### src/rtl/pp_fifo_reader.sv
// Prefetching reader for a FIFO with a one-cycle read latency.
// A two-entry skid buffer turns the FIFO read port into a valid/ready stream.
module pp_fifo_reader #(
  parameter int DATA_W = 8,
  parameter int CNT_W  = 16
) (
  input  logic              clk,
  input  logic              rst_n,
  input  logic              fifo_empty,
  input  logic [DATA_W-1:0] fifo_do,
  output logic              fifo_re,
  input  logic              flush,
  output logic [DATA_W-1:0] m_data,
  output logic              m_valid,
  input  logic              m_ready,
  output logic [CNT_W-1:0]  pop_count
);

  // state | meaning
  // EMPTY | no byte held, m_valid low
  // ONE   | head holds the byte on m_data
  // TWO   | head and tail both hold bytes; no further reads until a pop
  typedef enum logic [1:0] {
    EMPTY = 2'd0,
    ONE   = 2'd1,
    TWO   = 2'd2
  } occ_t;

  occ_t              occ_q, occ_d;
  logic [DATA_W-1:0] head_q, head_d;
  logic [DATA_W-1:0] tail_q, tail_d;
  logic              inflight_q, inflight_d;
  logic [CNT_W-1:0]  pop_count_q, pop_count_d;
  logic [1:0]        run_q, run_d;

  logic       pop;
  logic       cap;
  logic [2:0] used;

  // run_q[1] rises two edges after reset release, so the first cycle never reads
  assign run_d = {run_q[0], 1'b1};

  assign pop  = (occ_q != EMPTY) & m_ready & ~flush;
  assign cap  = inflight_q & ~flush;
  assign used = 3'(occ_q) + 3'(inflight_q) - 3'(pop);

  assign fifo_re   = run_q[1] & ~fifo_empty & ~flush & (used < 3'd2);
  assign m_valid   = (occ_q != EMPTY);
  assign m_data    = head_q;
  assign pop_count = pop_count_q;

  always_comb begin
    occ_d       = occ_q;
    head_d      = head_q;
    tail_d      = tail_q;
    inflight_d  = fifo_re;
    pop_count_d = pop ? pop_count_q + CNT_W'(1) : pop_count_q;
    if (flush) begin
      occ_d = EMPTY;
    end else begin
      case ({pop, cap})
        2'b10: begin
          head_d = tail_q;
          occ_d  = (occ_q == TWO) ? ONE : EMPTY;
        end
        2'b01: begin
          if (occ_q == EMPTY) begin
            head_d = fifo_do;
            occ_d  = ONE;
          end else begin
            tail_d = fifo_do;
            occ_d  = TWO;
          end
        end
        2'b11: begin
          // pop and capture together: occupancy is unchanged, data slides up
          if (occ_q == TWO) begin
            head_d = tail_q;
            tail_d = fifo_do;
          end else begin
            head_d = fifo_do;
          end
        end
        default: ;
      endcase
    end
  end

  always_ff @(posedge clk or negedge rst_n) begin
    if (!rst_n) begin
      occ_q       <= EMPTY;
      head_q      <= '0;
      tail_q      <= '0;
      inflight_q  <= 1'b0;
      pop_count_q <= '0;
      run_q       <= 2'b00;
    end else begin
      occ_q       <= occ_d;
      head_q      <= head_d;
      tail_q      <= tail_d;
      inflight_q  <= inflight_d;
      pop_count_q <= pop_count_d;
      run_q       <= run_d;
    end
  end

endmodule

### config.mk
export PLATFORM = sky130hd
export DESIGN_NAME = pp_fifo_reader
export DESIGN_NICKNAME = d
export VERILOG_FILES = /design/src/rtl/pp_fifo_reader.sv
export SDC_FILE = /design/constraint.sdc
export NUM_CORES = 1
export LEC_CHECK = 0
export CAP_MARGIN = 20
export CORE_MARGIN = 2
export CORE_UTILIZATION = 40
export CTS_CLUSTER_SIZE = 14
export DETAILED_ROUTE_END_ITERATION = 12
export GPL_TIMING_DRIVEN = 0
export PLACE_DENSITY = 0.77
export RECOVER_POWER = 100
export SLEW_MARGIN = 25
export SYNTH_ARGS = -nofsm -noshare
export SYNTH_HDL_FRONTEND = slang
export SYNTH_SLANG_ARGS = --single-unit
### constraint.sdc
create_clock -name clk -period 6.1 [get_ports clk]
set_clock_uncertainty 0.15 [all_clocks]
set_input_delay 1.22 -clock clk [delete_from_list [all_inputs] [get_ports clk]]
set_output_delay 1.22 -clock clk [all_outputs]
set_load 0.05 [all_outputs]
==> qor.txt, run 1 <==
P_leak: 1.12 nW
Cell-internal power: 481 µW
Clock latency at the later pin of the worst-skew pair: 0.29 ns
Clock sink count: 37
Final setup violation count: 0
N_diodes: 0
Critical Path Start Type: input pin
CTS max path bufs: 2
Initial antenna violation count: 0
Sequential share of power: 0.415
Number of synthesized flops with an enable pin: 0
Top post-synthesis cells by count: 37 x dfrtp_1, 13 x nor2_1, 10 x xor2_1, 9 x a21oi_1, 9 x mux2_2
Top-Level Pins: 39
Max Transition Viols Final: 0
DRC viols: 0
Worst-path fanout max: 8
Root Driver: clkbuf_8
Top-area cell type share of the netlist area: 0.526
Yosys reg bits: 37
RSZ-0062 raised after global routing: no
Die Y: 70.4 µm
Critical Path Sink Type: primary output
Die span in x: 70.4 µm
I/O Buffers: 37
Maximum VDD drop: 0.000236 V
Non-filler cells, final: 247
Die area: 4950 µm²
Drt pass-1 iters: 4
Worst EP required: 4.73 ns
Max-cap violations: 0
Sw Pwr: 249 µW
Power share of the clock group: 0.303
Pwr Total: 729 µW
R2R Setup Slk: 3.60 ns
Post-synth top area cell: dfrtp_1
GPL Wtd Cong: 0.800
Vias in the first global route: 1,245
Pwr per Cell Area: 320 nW/µm²
Rows: 24
Mapped Avg Cell Area: 11.8 µm²
CP Data Arrival Time: 4.49 ns
Slew headroom: 0.325
Hold EP: run_q[1]$_DFF_PN0_
Wire per inst: 13.4 µm
Post-synth cell types: 35
Period utilization: 0.961
Post-route cell area: 2280 µm²
Routed WL: 3.32 mm
Fraction of registers with async set or reset after synthesis: 1.00
Setup CP Type: input pin to primary output
Via density per instance: 5.01
Cell Area, Synth: 1760 µm²
Cell count after synthesis: 149
Fin crit period: 5.86 ns
Clock slew at reported path FFs: 0.08 ns
All-Layer GR Usage: 0.148
R2R Path Start: occ_q[1]$_DFFE_PN0P_
Worst Hold Launch: run_q[0]$_DFF_PN0_
Fmax achieved: 0.171 GHz
DR vias: 1,237
Core ar.: 4290 µm²
CTS buffer count: 5
Register area share after synthesis: 0.526
Critical register-to-register path endpoint: inflight_q$_DFF_PN0_
Syn nets: 165
Top FF cell, synth: dfrtp_1
Nets@finish: 210
Hold path cells: 0
Global route overflow: 0
Clock H-tree levels: 2
Worst R2R Path Depth: 8
Worst-margin pin slew: 1.01 ns
Hold Crit Class: flip-flop to flip-flop
Status: finished, final reports clean
Global-route wire length before repair: 5.84 mm
Hold Vio Cnt, Final: 0
Cell Area, Placed: 2220 µm²
Logic pwr share: 0.282
Post-CTS Setup Inserts: 0
Largest net degree at the start of global routing: 20
Switching part of the total: 0.341
Initial DRC count: 112
Yosys warns: 0
Setup TNS: 0 ns
CTS tree: done
DP Cell Count: 239
Top area cells in the synthesized netlist: dfrtp_1 53%, mux2_2 5.8%, xor2_1 5.0%
Initial Util: 0.410
Final ANT Viol Nets: 0
Top-count cell post-synth: dfrtp_1
Area Overhead vs Synth: 29.5%
DP HPWL: 2.45 mm
Share of cells above drive strength 1: 0.133
==> metal layers <==
layer	up-vias	track usage	wire, µm
met5	-	0	0
met1	602	0.200	1550
li1	602	-	-
met3	4	0.0418	160
met4	0	0.0513	45
met2	29	0.226	1570
==> registers in the layout (all words and copies together), names as in the netlist <==
register and flops:
pop_count 16, m_data 8, tail_q 8, occ_q 2
run_q 2, inflight_q 1
==> layout make-up <==
| cell class | instances | area, µm² |
|---|---|---|
| multi-input combinational | 100 | 733 |
| fill | 395 | 2010 |
| timing repair buffer | 38 | 368 |
| inverter | 6 | 22.5 |
| clock inverter | 2 | 37.5 |
| tap | 52 | 65.1 |
| clock buffer | 6 | 82.6 |
| sequential | 37 | 926 |
| buffer | 6 | 46.3 |
==> power groups by stage <==
stage | logic (mW) | registers, mW | clock network (mW)
2_1_floorplan | 0.0514 | 0.396 | 0
3_3_place_gp | 0.215 | 0.308 | 0
3_5_place_dp | 0.220 | 0.309 | 0
4_1_cts | 0.220 | 0.304 | 0.227
5_1_grt | 0.219 | 0.309 | 0.238
6_report | 0.206 | 0.302 | 0.221
==> what timing repair did <==
item | 4_1_cts | 5_1_grt
hold buffers | 0 | 0
endpoints found under the setup margin | 0 | 1
gates resized for setup | 0 | 1
==> through the flow <==
stage               setup slack [ns]  hold slack [ns]   util
global route                  0.0661            0.221  0.531
floorplan                      0.355            0.181      -
global placement               0.136            0.183  0.512
CTS                            0.126            0.208  0.545
detailed placement             0.127            0.191  0.517
finish                         0.239            0.206  0.531
==> cell usage in the layout (no fill, tap or decap), types with 2 or more instances in the layout <==
cell             count
dfrtp_1             37
mux2i_1              8
dlygate4sd3_1       26
xor2_1              10
nand3_1              5
o21ai_0              3
xnor2_1              7
inv_1                6
clkbuf_1             3
clkbuf_8             6
nor2_1              13
nor4_1               3
buf_4                2
nand2_1              7
mux2_2               9
nor3_1               4
and3_1               2
nand4_1              5
a21oi_1              9
ha_1                 2
clkdlybuf4s50_1     10
buf_6                2
==> kinds of logic after synthesis <==
group	Yosys count	synth area share
mux	17	0.103
simple gates	45	0.149
other cells	1	0.00213
xor+xnor	17	0.0845
buf+inv	12	0.0398
fa+ha+maj	3	0.0256
flops	37	0.526
compound gates	17	0.0703
==> critical path, stage by stage <==
cell and delay (ns):
dlygate4sd3_1 0.68, nor3_4 0.44, ha_1 0.30, nand2b_1 0.15
fa_1 0.48, nand2_1 0.05, nor4_1 0.30, clkdlybuf4s50_1 0.87
==> worst max-delay path by stage <==
stage | startpoint | end | slack [ns]
finish | flush | fifo_re | 0.24
global route | flush | fifo_re | 0.07
CTS | flush | fifo_re | 0.13
detailed placement | flush | fifo_re | 0.13
global placement | flush | fifo_re | 0.14
floorplan | m_ready | fifo_re | 0.35
No activity file was read; power rests on OpenSTA's default activity.
==> inputs of run 2 (changes only) <==
--- a/config.mk
+++ b/config.mk
@@ -15,2 +15,3 @@
 export RECOVER_POWER = 100
+export SKIP_LAST_GASP = 1
 export SLEW_MARGIN = 25
--- a/constraint.sdc
+++ b/constraint.sdc
@@ -4,2 +4,2 @@
 set_output_delay 1.22 -clock clk [all_outputs]
-set_load 0.05 [all_outputs]
+set_load 0.1 [all_outputs]
==> run 2 against run 1 <==
Power is 14% higher. Sequential share of layout area is 0.089 points higher. Clock-buffer cell count grew 1. Clock power about the same. Worst setup slack lost 0.063 ns. Non-clock buffer count is the same. Combinational power is 49% higher.
==> qor.txt, run 2 (same netlist as run 1, synthesis figures left out) <==
# fillers: 399 (+1.0%)
Critical register-to-register path endpoint: inflight_q$_DFF_PN0_
Hold path cells: 0 (unchanged)
Logic pwr share: 0.370 (+0.088)
Sequential share of power: 0.365 (-0.050)
Initial antenna violation count: 0 (unchanged)
Maximum VDD drop: 0.000319 V (+35%)
Post-Place Worst Slack: -0.135 ns (-0.262 ns)
Hold EP: run_q[1]$_DFF_PN0_
Setup CP Type: input pin to primary output
Most frequent cells in the layout: 37 x dfrtp_1, 25 x dlygate4sd3_1, 13 x nor2_1, 10 x xor2_1, 10 x clkdlybuf4s50_1
Final Util: 0.530 (-0.00116)
CTS tree: done
Worst Path Buf+Inv: 2 (unchanged)
Clock H-tree levels: 2 (unchanged)
Top-Level Pins: 39 (unchanged)
Post-CTS Setup Inserts: 0 (unchanged)
Via density per instance: 5.02 (+0.32%)
RSZ-0062 raised after global routing: no
Slowest stage delay, CP: 0.89 ns (+0.02 ns)
Worst R2R Path Depth: 8 (unchanged)
I/O Buffers: 37 (unchanged)
Wire per inst: 13.6 µm (+0.90%)
Drt pass-1 iters: 4 (unchanged)
DP Cell Count: 239 (unchanged)
Pwr per Cell Area: 365 nW/µm² (+14%)
Power share of the clock group: 0.265 (-0.038)
Critical path's top delay family: buffers and inverters
Critical path's slowest cell: dlygate4sd2_1
Initial Util: 0.410 (unchanged)
Hold Crit Class: flip-flop to flip-flop
Worst-margin pin slew: 1.22 ns (+0.210 ns)
Commonest non-fill, non-tap cell in the layout: dfrtp_1
Critical Path Start Type: input pin
Clock sink count: 37 (unchanged)
Hold Vio Cnt, Final: 0 (unchanged)
Final ANT Viol Nets: 0 (unchanged)
Area Overhead vs Synth: 29.2%
Die Y: 70.4 µm (unchanged)
N_diodes: 0 (unchanged)
Global-route wire length before repair: 5.78 mm (-1.1%)
Non-filler cells, final: 247 (unchanged)
Status: finished, final reports clean
Final setup violation count: 0 (unchanged)
Worst Hold Launch: run_q[0]$_DFF_PN0_
Core ar.: 4290 µm² (unchanged)
Nets@finish: 210 (unchanged)
Share of cells above drive strength 1: 0.133 (unchanged)
P_leak: 1.12 nW (+0.25%)
Routed WL: 3.35 mm (+0.90%)
R2R Path Start: occ_q[1]$_DFFE_PN0P_
All-Layer GR Usage: 0.150 (+0.00244)
Clock slew at reported path FFs: 0.07 ns (about the same)
Switching part of the total: 0.421 (+0.0800)
CTS max path bufs: 2 (unchanged)
DP HPWL: 2.43 mm (-0.60%)
Critical Path Sink Type: primary output
Worst EP required: 4.73 ns (about the same)
Max Transition Viols Final: 0 (unchanged)
Rows: 24 (unchanged)
Vias in the first global route: 1,264 (+1.5%)
Initial DRC count: 98 (-13%)
Global route overflow: 0 (unchanged)
Die span in x: 70.4 µm (unchanged)
Period utilization: 0.971 (+0.0104)
Fmax achieved: 0.169 GHz (-1.1%)
Worst setup margin: 0.175 ns (-0.0634 ns)
Slew headroom: 0.185 (-0.140)
Clock latency at the later pin of the worst-skew pair: 0.29 ns (about the same)
CP Data Arrival Time: 4.55 ns (+0.06 ns)
Number of flip-flops in the largest register: 16 (unchanged)
Setup TNS: 0 ns (unchanged)
GPL Wtd Cong: 0.824 (+3.0%)
Cell Chain, Critical Path: clkdlybuf4s50_1 > nor3_2 > ha_1 > nand2b_1 > fa_1 > nand2_1 > nor4_2 > dlygate4sd2_1
Sw Pwr: 350 µW (+41%)
CTS buffer count: 5 (unchanged)
Root Driver: clkbuf_8
DRC viols: 0 (unchanged)
Cell-internal power: 481 µW (about the same)
Max-cap violations: 0 (unchanged)
Cell Area, Placed: 2230 µm² (+0.28%)
Worst-path fanout max: 8 (unchanged)
Largest net degree at the start of global routing: 24 (+20%)
R2R Setup Slk: 3.54 ns (-0.06 ns)
Post-route cell area: 2280 µm² (-0.22%)
DR vias: 1,241 (+0.32%)
Fin crit period: 5.92 ns (+0.0634 ns)
Die area: 4950 µm² (unchanged)
## run 2: routing by layer
metal | share of wire | global-route usage | routed length (µm)
met1 | 0.47 | 0.196 | 1590
met2 | 0.47 | 0.233 | 1560
met3 | 0.049 | 0.0548 | 164
met4 | 0.011 | 0.0449 | 36
met5 | 0 | 0 | 0
## run 2: worst max-delay path by stage
| stage | slack (ns) | endpoint | from | depth (start not counted) |
|---|---|---|---|---|
| floorplan | 0.16 | fifo_re | m_ready | 8 |
| global placement | -0.15 | fifo_re | flush | 8 |
| detailed placement | -0.13 | fifo_re | flush | 8 |
| CTS | 0.15 | fifo_re | flush | 8 |
| global route | 0.02 | fifo_re | flush | 8 |
| finish | 0.18 | fifo_re | flush | 8 |
## run 2: area by class of cell
type / count / area (µm²) / area share
clock inverters: 1 / 30.0 / 0.0132
plain buffers: 6 / 46.3 / 0.0203
repair buffers: 38 / 367 / 0.161
multi-input cells: 100 / 733 / 0.322
well taps: 52 / 65.1 / 0.0286
flip-flops and latches: 37 / 926 / 0.407
inverters: 6 / 22.5 / 0.00990
clock buffers: 7 / 86.3 / 0.0379
## run 2: what timing repair did
action | 4_1_cts | 5_1_grt
resized for setup | 1 | 0
endpoints found under the setup margin | 1 | 0
hold endpoints to repair | 0 | 0
hold buffers | 0 | 0
## run 2: power groups by stage
stage               clock [mW]  sequential (mW)  combinational (mW)
floorplan                    0            0.492              0.0547
global placement             0            0.308               0.317
detailed placement           0            0.310               0.322
CTS                      0.226            0.305               0.322
global route             0.237            0.308               0.319
finish                   0.220            0.303               0.307
## run 2: stage by stage
stage | hold slack [ns] | power, mW
after floorplan | 0.181 | 0.547
after global placement | 0.183 | 0.625
after detailed placement | 0.195 | 0.632
after CTS | 0.212 | 0.853
after global routing | 0.228 | 0.865
final | 0.205 | 0.831
